## config.mk

```make
export PLATFORM = sky130hd
export DESIGN_NAME = perf_counter_bank
export DESIGN_NICKNAME = d
export VERILOG_FILES = /design/src/rtl/perf_counter_pkg.sv /design/src/rtl/perf_counter_channel.sv /design/src/rtl/perf_counter_bank.sv
export SDC_FILE = /design/constraint.sdc
export NUM_CORES = 1
export LEC_CHECK = 0
export ABC_AREA = 1
export BUFFER_PORTS_ARGS = -buffer_cell sky130_fd_sc_hd__buf_2
export CAP_MARGIN = 5
export CORE_ASPECT_RATIO = 0.75
export CORE_MARGIN = 2
export CORE_UTILIZATION = 61
export DETAILED_ROUTE_END_ITERATION = 12
export PLACE_DENSITY_LB_ADDON = 0.05
export RECOVER_POWER = 25
export SLEW_MARGIN = 20
export SYNTH_ARGS = -nofsm -noshare
export SYNTH_HDL_FRONTEND = slang
export SYNTH_SLANG_ARGS = --single-unit
```

## constraint.sdc

```tcl
create_clock -name clk -period 4.6 [get_ports clk]
set_input_delay 0.46 -clock clk [delete_from_list [all_inputs] [get_ports clk]]
set_output_delay 0.46 -clock clk [all_outputs]
set_load 0.005 [all_outputs]
```

## src/rtl/perf_counter_pkg.sv

```systemverilog
// Shared definitions for the performance counter bank.
//   idx_width()  - read-index width for a given channel count, never below 1
//   ovf_mode_e   - behaviour of a counter incremented at its maximum value
//   Prio*        - per-edge priority of the live-counter update sources
package perf_counter_pkg;

    typedef enum logic {
        OvfWrap     = 1'b0,
        OvfSaturate = 1'b1
    } ovf_mode_e;

    // Higher value wins on the same clock edge.
    localparam int unsigned PrioClear     = 2;
    localparam int unsigned PrioRestart   = 1;
    localparam int unsigned PrioIncrement = 0;

    function automatic int unsigned idx_width(input int unsigned n);
        return (n > 1) ? $clog2(n) : 1;
    endfunction

endpackage

```

## src/rtl/perf_counter_channel.sv

```systemverilog
// One live event counter with a sticky overflow flag.
//   clk, rst_n - clock, asynchronous active-low reset
//   inc        - count one event this cycle (already gated by the global enable)
//   clear      - zero counter and flag, dropping this cycle's event
//   restart    - snapshot restart: counter reloads with this cycle's event, flag clears
//   cnt, ovf   - live count and sticky overflow flag
module perf_counter_channel
    import perf_counter_pkg::*;
#(
    parameter int unsigned WIDTH    = 32,
    parameter bit          SATURATE = 1'b0
) (
    input  logic             clk,
    input  logic             rst_n,
    input  logic             inc,
    input  logic             clear,
    input  logic             restart,
    output logic [WIDTH-1:0] cnt,
    output logic             ovf
);

    localparam ovf_mode_e Mode = SATURATE ? OvfSaturate : OvfWrap;

    logic [WIDTH-1:0] cnt_q, cnt_d;
    logic             ovf_q, ovf_d;

    always_comb begin
        cnt_d = cnt_q;
        ovf_d = ovf_q;
        if (clear) begin
            cnt_d = '0;
            ovf_d = 1'b0;
        end else if (restart) begin
            // The event arriving on the snapshot edge belongs to the new interval.
            cnt_d = {{(WIDTH-1){1'b0}}, inc};
            ovf_d = 1'b0;
        end else if (inc) begin
            if (&cnt_q) begin
                ovf_d = 1'b1;
                if (Mode == OvfWrap) begin
                    cnt_d = '0;
                end
            end else begin
                cnt_d = cnt_q + WIDTH'(1);
            end
        end
    end

    always_ff @(posedge clk or negedge rst_n) begin
        if (!rst_n) begin
            cnt_q <= '0;
            ovf_q <= 1'b0;
        end else begin
            cnt_q <= cnt_d;
            ovf_q <= ovf_d;
        end
    end

    assign cnt = cnt_q;
    assign ovf = ovf_q;

endmodule

```

## src/rtl/perf_counter_bank.sv

```systemverilog
// Multi-channel event counter bank with atomic snapshot and indexed shadow read.
//   clk, rst_n         - clock, asynchronous active-low reset
//   enable_in          - global count enable (clear/snapshot/read unaffected)
//   clear_in           - synchronous clear of live counters and overflow flags
//   inc_in             - per-channel event strobes
//   snapshot_in        - copy all live counters/flags into shadow registers
//   snapshot_done_out  - pulses the cycle after each capture edge
//   rd_valid_in        - read request for shadow channel rd_index_in
//   rd_valid_out       - read response, one cycle after the request
//   rd_data_out        - shadow count (0 for out-of-range index), held between reads
//   rd_overflow_out    - shadow overflow flag (0 for out-of-range index)
//   overflow_out       - live sticky overflow flags
module perf_counter_bank
    import perf_counter_pkg::*;
#(
    parameter int unsigned NUM_CHANNELS      = 4,
    parameter int unsigned WIDTH             = 32,
    parameter int unsigned SATURATE          = 0,
    parameter int unsigned CLEAR_ON_SNAPSHOT = 0
) (
    input  logic                                 clk,
    input  logic                                 rst_n,
    input  logic                                 enable_in,
    input  logic                                 clear_in,
    input  logic [NUM_CHANNELS-1:0]              inc_in,
    input  logic                                 snapshot_in,
    output logic                                 snapshot_done_out,
    input  logic                                 rd_valid_in,
    input  logic [idx_width(NUM_CHANNELS)-1:0]   rd_index_in,
    output logic                                 rd_valid_out,
    output logic [WIDTH-1:0]                     rd_data_out,
    output logic                                 rd_overflow_out,
    output logic [NUM_CHANNELS-1:0]              overflow_out
);

    localparam int unsigned IDX_W = idx_width(NUM_CHANNELS);

    logic [NUM_CHANNELS-1:0][WIDTH-1:0] cnt;
    logic [NUM_CHANNELS-1:0]            ovf;
    logic [NUM_CHANNELS-1:0][WIDTH-1:0] shadow_cnt_q;
    logic [NUM_CHANNELS-1:0]            shadow_ovf_q;
    logic                               restart;

    logic                               snapshot_done_q;
    logic                               rd_valid_q;
    logic [WIDTH-1:0]                   rd_data_q, rd_data_mux;
    logic                               rd_ovf_q, rd_ovf_mux;

    assign restart = (CLEAR_ON_SNAPSHOT != 0) && snapshot_in;

    for (genvar gi = 0; gi < NUM_CHANNELS; gi++) begin : g_chan
        perf_counter_channel #(
            .WIDTH    (WIDTH),
            .SATURATE (SATURATE != 0)
        ) u_chan (
            .clk     (clk),
            .rst_n   (rst_n),
            .inc     (enable_in & inc_in[gi]),
            .clear   (clear_in),
            .restart (restart),
            .cnt     (cnt[gi]),
            .ovf     (ovf[gi])
        );
    end

    // Shadows take pre-edge live values, so a simultaneous clear still captures
    // the old counts.
    always_ff @(posedge clk or negedge rst_n) begin
        if (!rst_n) begin
            shadow_cnt_q    <= '0;
            shadow_ovf_q    <= '0;
            snapshot_done_q <= 1'b0;
        end else begin
            snapshot_done_q <= snapshot_in;
            if (snapshot_in) begin
                shadow_cnt_q <= cnt;
                shadow_ovf_q <= ovf;
            end
        end
    end

    // Out-of-range indices match no channel and fall through to zero.
    always_comb begin
        rd_data_mux = '0;
        rd_ovf_mux  = 1'b0;
        for (int i = 0; i < NUM_CHANNELS; i++) begin
            if (rd_index_in == IDX_W'(i)) begin
                rd_data_mux = shadow_cnt_q[i];
                rd_ovf_mux  = shadow_ovf_q[i];
            end
        end
    end

    always_ff @(posedge clk or negedge rst_n) begin
        if (!rst_n) begin
            rd_valid_q <= 1'b0;
            rd_data_q  <= '0;
            rd_ovf_q   <= 1'b0;
        end else begin
            rd_valid_q <= rd_valid_in;
            if (rd_valid_in) begin
                rd_data_q <= rd_data_mux;
                rd_ovf_q  <= rd_ovf_mux;
            end
        end
    end

    assign snapshot_done_out = snapshot_done_q;
    assign rd_valid_out      = rd_valid_q;
    assign rd_data_out       = rd_data_q;
    assign rd_overflow_out   = rd_ovf_q;
    assign overflow_out      = ovf;

endmodule

```

==> flow_metrics.py <==
metrics = {
    "global_routing": {
        "grt_start_max_net_pins": 148,
        "grtUsageTotal_pct": 33.9,
        "number_of_global_route_vias_before_repair": 11705,
        "antenna_violations_before_repair": 2,
        "globalRouteOverflowTotal": 0,
        "grt_pass1_wl_mm": 66.2,
    },
    "yosys": {
        "yosys-top-cells-area": "sky130_fd_sc_hd__dfrtp_1 51%, sky130_fd_sc_hd__nand2_1 11%, sky130_fd_sc_hd__nor2_1 8.0%",
        "yosysWarnings": 0,
        "synth.avg_cell_area_um2": 7.99,
        "post_synth_inst_count": 1849,
        "synth.ff_latch_count": 299,
        "postSynthNetCount": 1865,
        "yosysSeqAreaShare_pct": 50.7,
        "synth_cell_type_count": 44,
        "netlist.top_cell.by_area": "sky130_fd_sc_hd__dfrtp_1",
        "synth_top_area_share_pct": 50.7,
        "netlist_area_um2": 14800,
    },
    "power_and_ir_drop": {
        "net_switching_component_of_the_power_uw": 1310,
        "power.total_uw": 5540,
        "pleak_uw": 0.00715,
        "pwr-share-clk_pct": 45.5,
        "internal_power_uw": 4230,
        "sequentialPowerShare_pct": 49.3,
        "swShare_pct": 23.6,
        "p_comb_share_pct": 5.1,
        "power_density_normalized_to_cell_area_nw_per_um2": 342,
        "vdd.ir_drop.worst_uv": 339,
    },
    "die": {
        "std_cell_rows": 49,
        "floorplan.io_pins": 51,
        "dieWidth_um": 184,
        "floorplan.die.height_um": 139,
        "fp.coreArea_um2": 23800,
        "floorplan.die_area_um2": 25500,
        "initial_core_utilization_pct": 61.9,
    },
    "cts": {
        "cts_tree": "built",
        "clkSinkCount": 299,
        "cts.reportedPaths.clkPinSlew_ns": 0.06,
        "cts_buffer_depth": 3,
        "htree_levels": 1,
        "clock-root-buffer": "sky130_fd_sc_hd__clkbuf_16",
        "clock_insertion_delay_worst_skew_ns": 0.57,
        "cts_buffers": 30,
    },
    "placement": {
        "placed_cells": 2147,
        "dpl.hpwl_mm": 30.6,
        "placement.io_buffers": 50,
        "gp_congestion": 0.948,
    },
    "finish": {
        "layout.cells.most_common": "sky130_fd_sc_hd__nand2_1",
        "final_layout_size_suffix_gt1_share_pct": 9.48,
        "finish.net_count": 1891,
        "num_antenna_cells": 0,
        "post-route-util_pct": 67.9,
        "finish.cell_count_without_fillers": 2204,
        "areaGrowthSynthToFinish_pct": 9.73,
        "commonest_cells_after_routing_fill_and_taps_aside": "429 x sky130_fd_sc_hd__nand2_1, 314 x sky130_fd_sc_hd__nor2_1, 299 x sky130_fd_sc_hd__dfrtp_1",
    },
    "route": {
        "starting_drt_drc_count": 1203,
        "remaining_drc_errors": 0,
        "finalWirelength_mm": 41.7,
        "num_vias": 12356,
        "final_antenna_net_count": 0,
        "routedWlPerCell_um": 18.9,
        "drt_first_pass_iters": 6,
        "viasPerCell": 5.61,
    },
    "timing": {
        "max_slew_margin_pct": -83.4,
        "clock_skew_ns": 0.0190,
        "setup_viol": 0,
        "timing.setup.tns_ns": 0,
        "pins_over_their_slew_limit": 302,
        "upper_clock_frequency_limit_ghz": 0.353,
        "final_period_minus_worst_setup_slack_ns": 2.83,
        "tightest_slew_ns": 2.75,
        "period_share_pct": 61.5,
        "rsz0062_at_grt": "false",
        "report.final.hold_viol_count": 0,
    },
    "worst_setup_path": {
        "path_max_fanout": 87,
        "arrival_ns": 3.51,
        "critical_path.cell_chain": "dlygate4sd3_1 > buf_8 > clkbuf_2 > buf_12",
        "critPathSlowestCell": "sky130_fd_sc_hd__clkbuf_2",
        "critPathKind": "input pin to asynchronous set/reset pin",
        "worst-endpoint-required_ns": 5.28,
        "start_kind": "input pin",
        "endpoint_kind": "asynchronous set/reset pin",
        "slowest_delay_ns": 1.60,
    },
    "status": {
        "status": "finished, violations left",
        "violations": "max-capacitance violations, max-slew violations",
    },
    "flow_run": {
        "max-cap-violations": 3,
    },
    "min_path": {
        "hp-class": "input pin to flop",
    },
}
-- final timing paths --
check	start	to	slack (ns)	cells past startpoint
max in group clk	snapshot_in	shadow_cnt_q[61]	1.87	4
min	clear_in	g_chan[1].u_chan.ovf	0.16	2
min in group asynchronous	rst_n	g_chan[1].u_chan.cnt[18]	0.36	2
max	rst_n	g_chan[0].u_chan.cnt[17]	1.77	4
max reg2reg	g_chan[1].u_chan.cnt[10]	g_chan[1].u_chan.cnt[24]	2.39	7
min reg2reg	g_chan[0].u_chan.ovf	shadow_ovf_q[0]	0.51	2
-- kinds of logic after synthesis --
family	synth area share [%]
AOI/OAI and AO/OA	9.55
xor gates and xnor gates	3.85
adders and majority gates	0.339
buffers and inverters	8.32
DFF	50.7
muxes	1.45
and+or+nand+nor	25.8
-- area by class of cell --
class                           count  area, µm²
Clock buffer                       44        905
Clock inverter                     11        115
Fill cell                        2017       7640
Inverter                          239        898
Multi-Input combinational cell   1247       6060
Sequential cell                   299       7480
Tap cell                          306        383
Timing Repair Buffer               58        357
-- Yosys cell counts --
library cell and number:
sky130_fd_sc_hd__buf_2 6, sky130_fd_sc_hd__buf_1 8, sky130_fd_sc_hd__o21ai_0 120, sky130_fd_sc_hd__clkbuf_1 35, sky130_fd_sc_hd__o21ai_2 1, sky130_fd_sc_hd__inv_2 5
sky130_fd_sc_hd__nand2_2 5, sky130_fd_sc_hd__nor3_4 1, sky130_fd_sc_hd__dfrtp_1 299, sky130_fd_sc_hd__o22ai_1 22, sky130_fd_sc_hd__nand3_2 2, sky130_fd_sc_hd__buf_6 7
sky130_fd_sc_hd__nor4_1 1, sky130_fd_sc_hd__buf_4 8, sky130_fd_sc_hd__xor2_1 45, sky130_fd_sc_hd__o21ai_1 1, sky130_fd_sc_hd__nor3_2 3, sky130_fd_sc_hd__a21oi_1 66
sky130_fd_sc_hd__inv_1 232, sky130_fd_sc_hd__clkinv_1 1, sky130_fd_sc_hd__nor2_2 21, sky130_fd_sc_hd__o221ai_1 11, sky130_fd_sc_hd__nor3b_4 1, sky130_fd_sc_hd__nand4_1 28
sky130_fd_sc_hd__mux2_2 19, sky130_fd_sc_hd__o21ai_4 2, sky130_fd_sc_hd__and2_1 2, sky130_fd_sc_hd__ha_1 4, sky130_fd_sc_hd__nand3_1 67, sky130_fd_sc_hd__a31oi_1 22
sky130_fd_sc_hd__nand2_8 2, sky130_fd_sc_hd__nand3_4 1, sky130_fd_sc_hd__nor2_4 5, sky130_fd_sc_hd__nand3b_1 3, sky130_fd_sc_hd__nor3b_1 1, sky130_fd_sc_hd__xnor2_1 20
sky130_fd_sc_hd__clkinv_2 1, sky130_fd_sc_hd__nand2_4 1, sky130_fd_sc_hd__nor2_1 315, sky130_fd_sc_hd__nor3_1 15, sky130_fd_sc_hd__nand2_1 431, sky130_fd_sc_hd__o21bai_1 7
sky130_fd_sc_hd__or2_2 1, sky130_fd_sc_hd__o32ai_1 1
-- metrics by stage --
stage               instance area [µm²]  setup WS [ns]  hold slack [ns]
floorplan                         14800           3.01            0.164
global placement                  15200           2.24            0.483
detailed placement                15200           2.19            0.497
CTS                               16200           2.44           0.0624
global route                      16200           1.28            0.154
finish                            16200           1.77            0.159
-- sequential cells by signal (all words and copies together) (netlist names) --
register / count
shadow_ovf_q: 4
g_chan.u_chan.cnt: 128
rd_overflow_out: 1
shadow_cnt_q: 128
g_chan.u_chan.ovf: 4
rd_data_out: 32
rd_valid_out: 1
snapshot_done_out: 1
-- layer usage --
metal  GRT usage [%]  vias up  wire length (µm)
li1                -     5891                 -
met1            51.7     5959             19000
met2            48.5      436             17800
met3            10.2       66              4150
met4            6.06        4               748
met5               0        -                21
-- worst max-delay path: cells and delay by family --
| family | cells | cell delay (ns) |
|---|---|---|
| buf+inv | 4 | 2.92 |
-- power by group through the flow --
stage,combinational [µW],clock (µW),sequential [µW]
final,285,2520,2730
after global placement,277,0,2780
after detailed placement,282,0,2780
after global routing,323,2650,2730
after floorplan,159,0,2760
after CTS,283,2550,2730
-- timing repair --
item                      CTS  global route
gates resized for setup     0             0
hold endpoints to repair    0            42
setup buffers               0             0
hold buffers                0             1
Power figures use the tool's default switching activity.
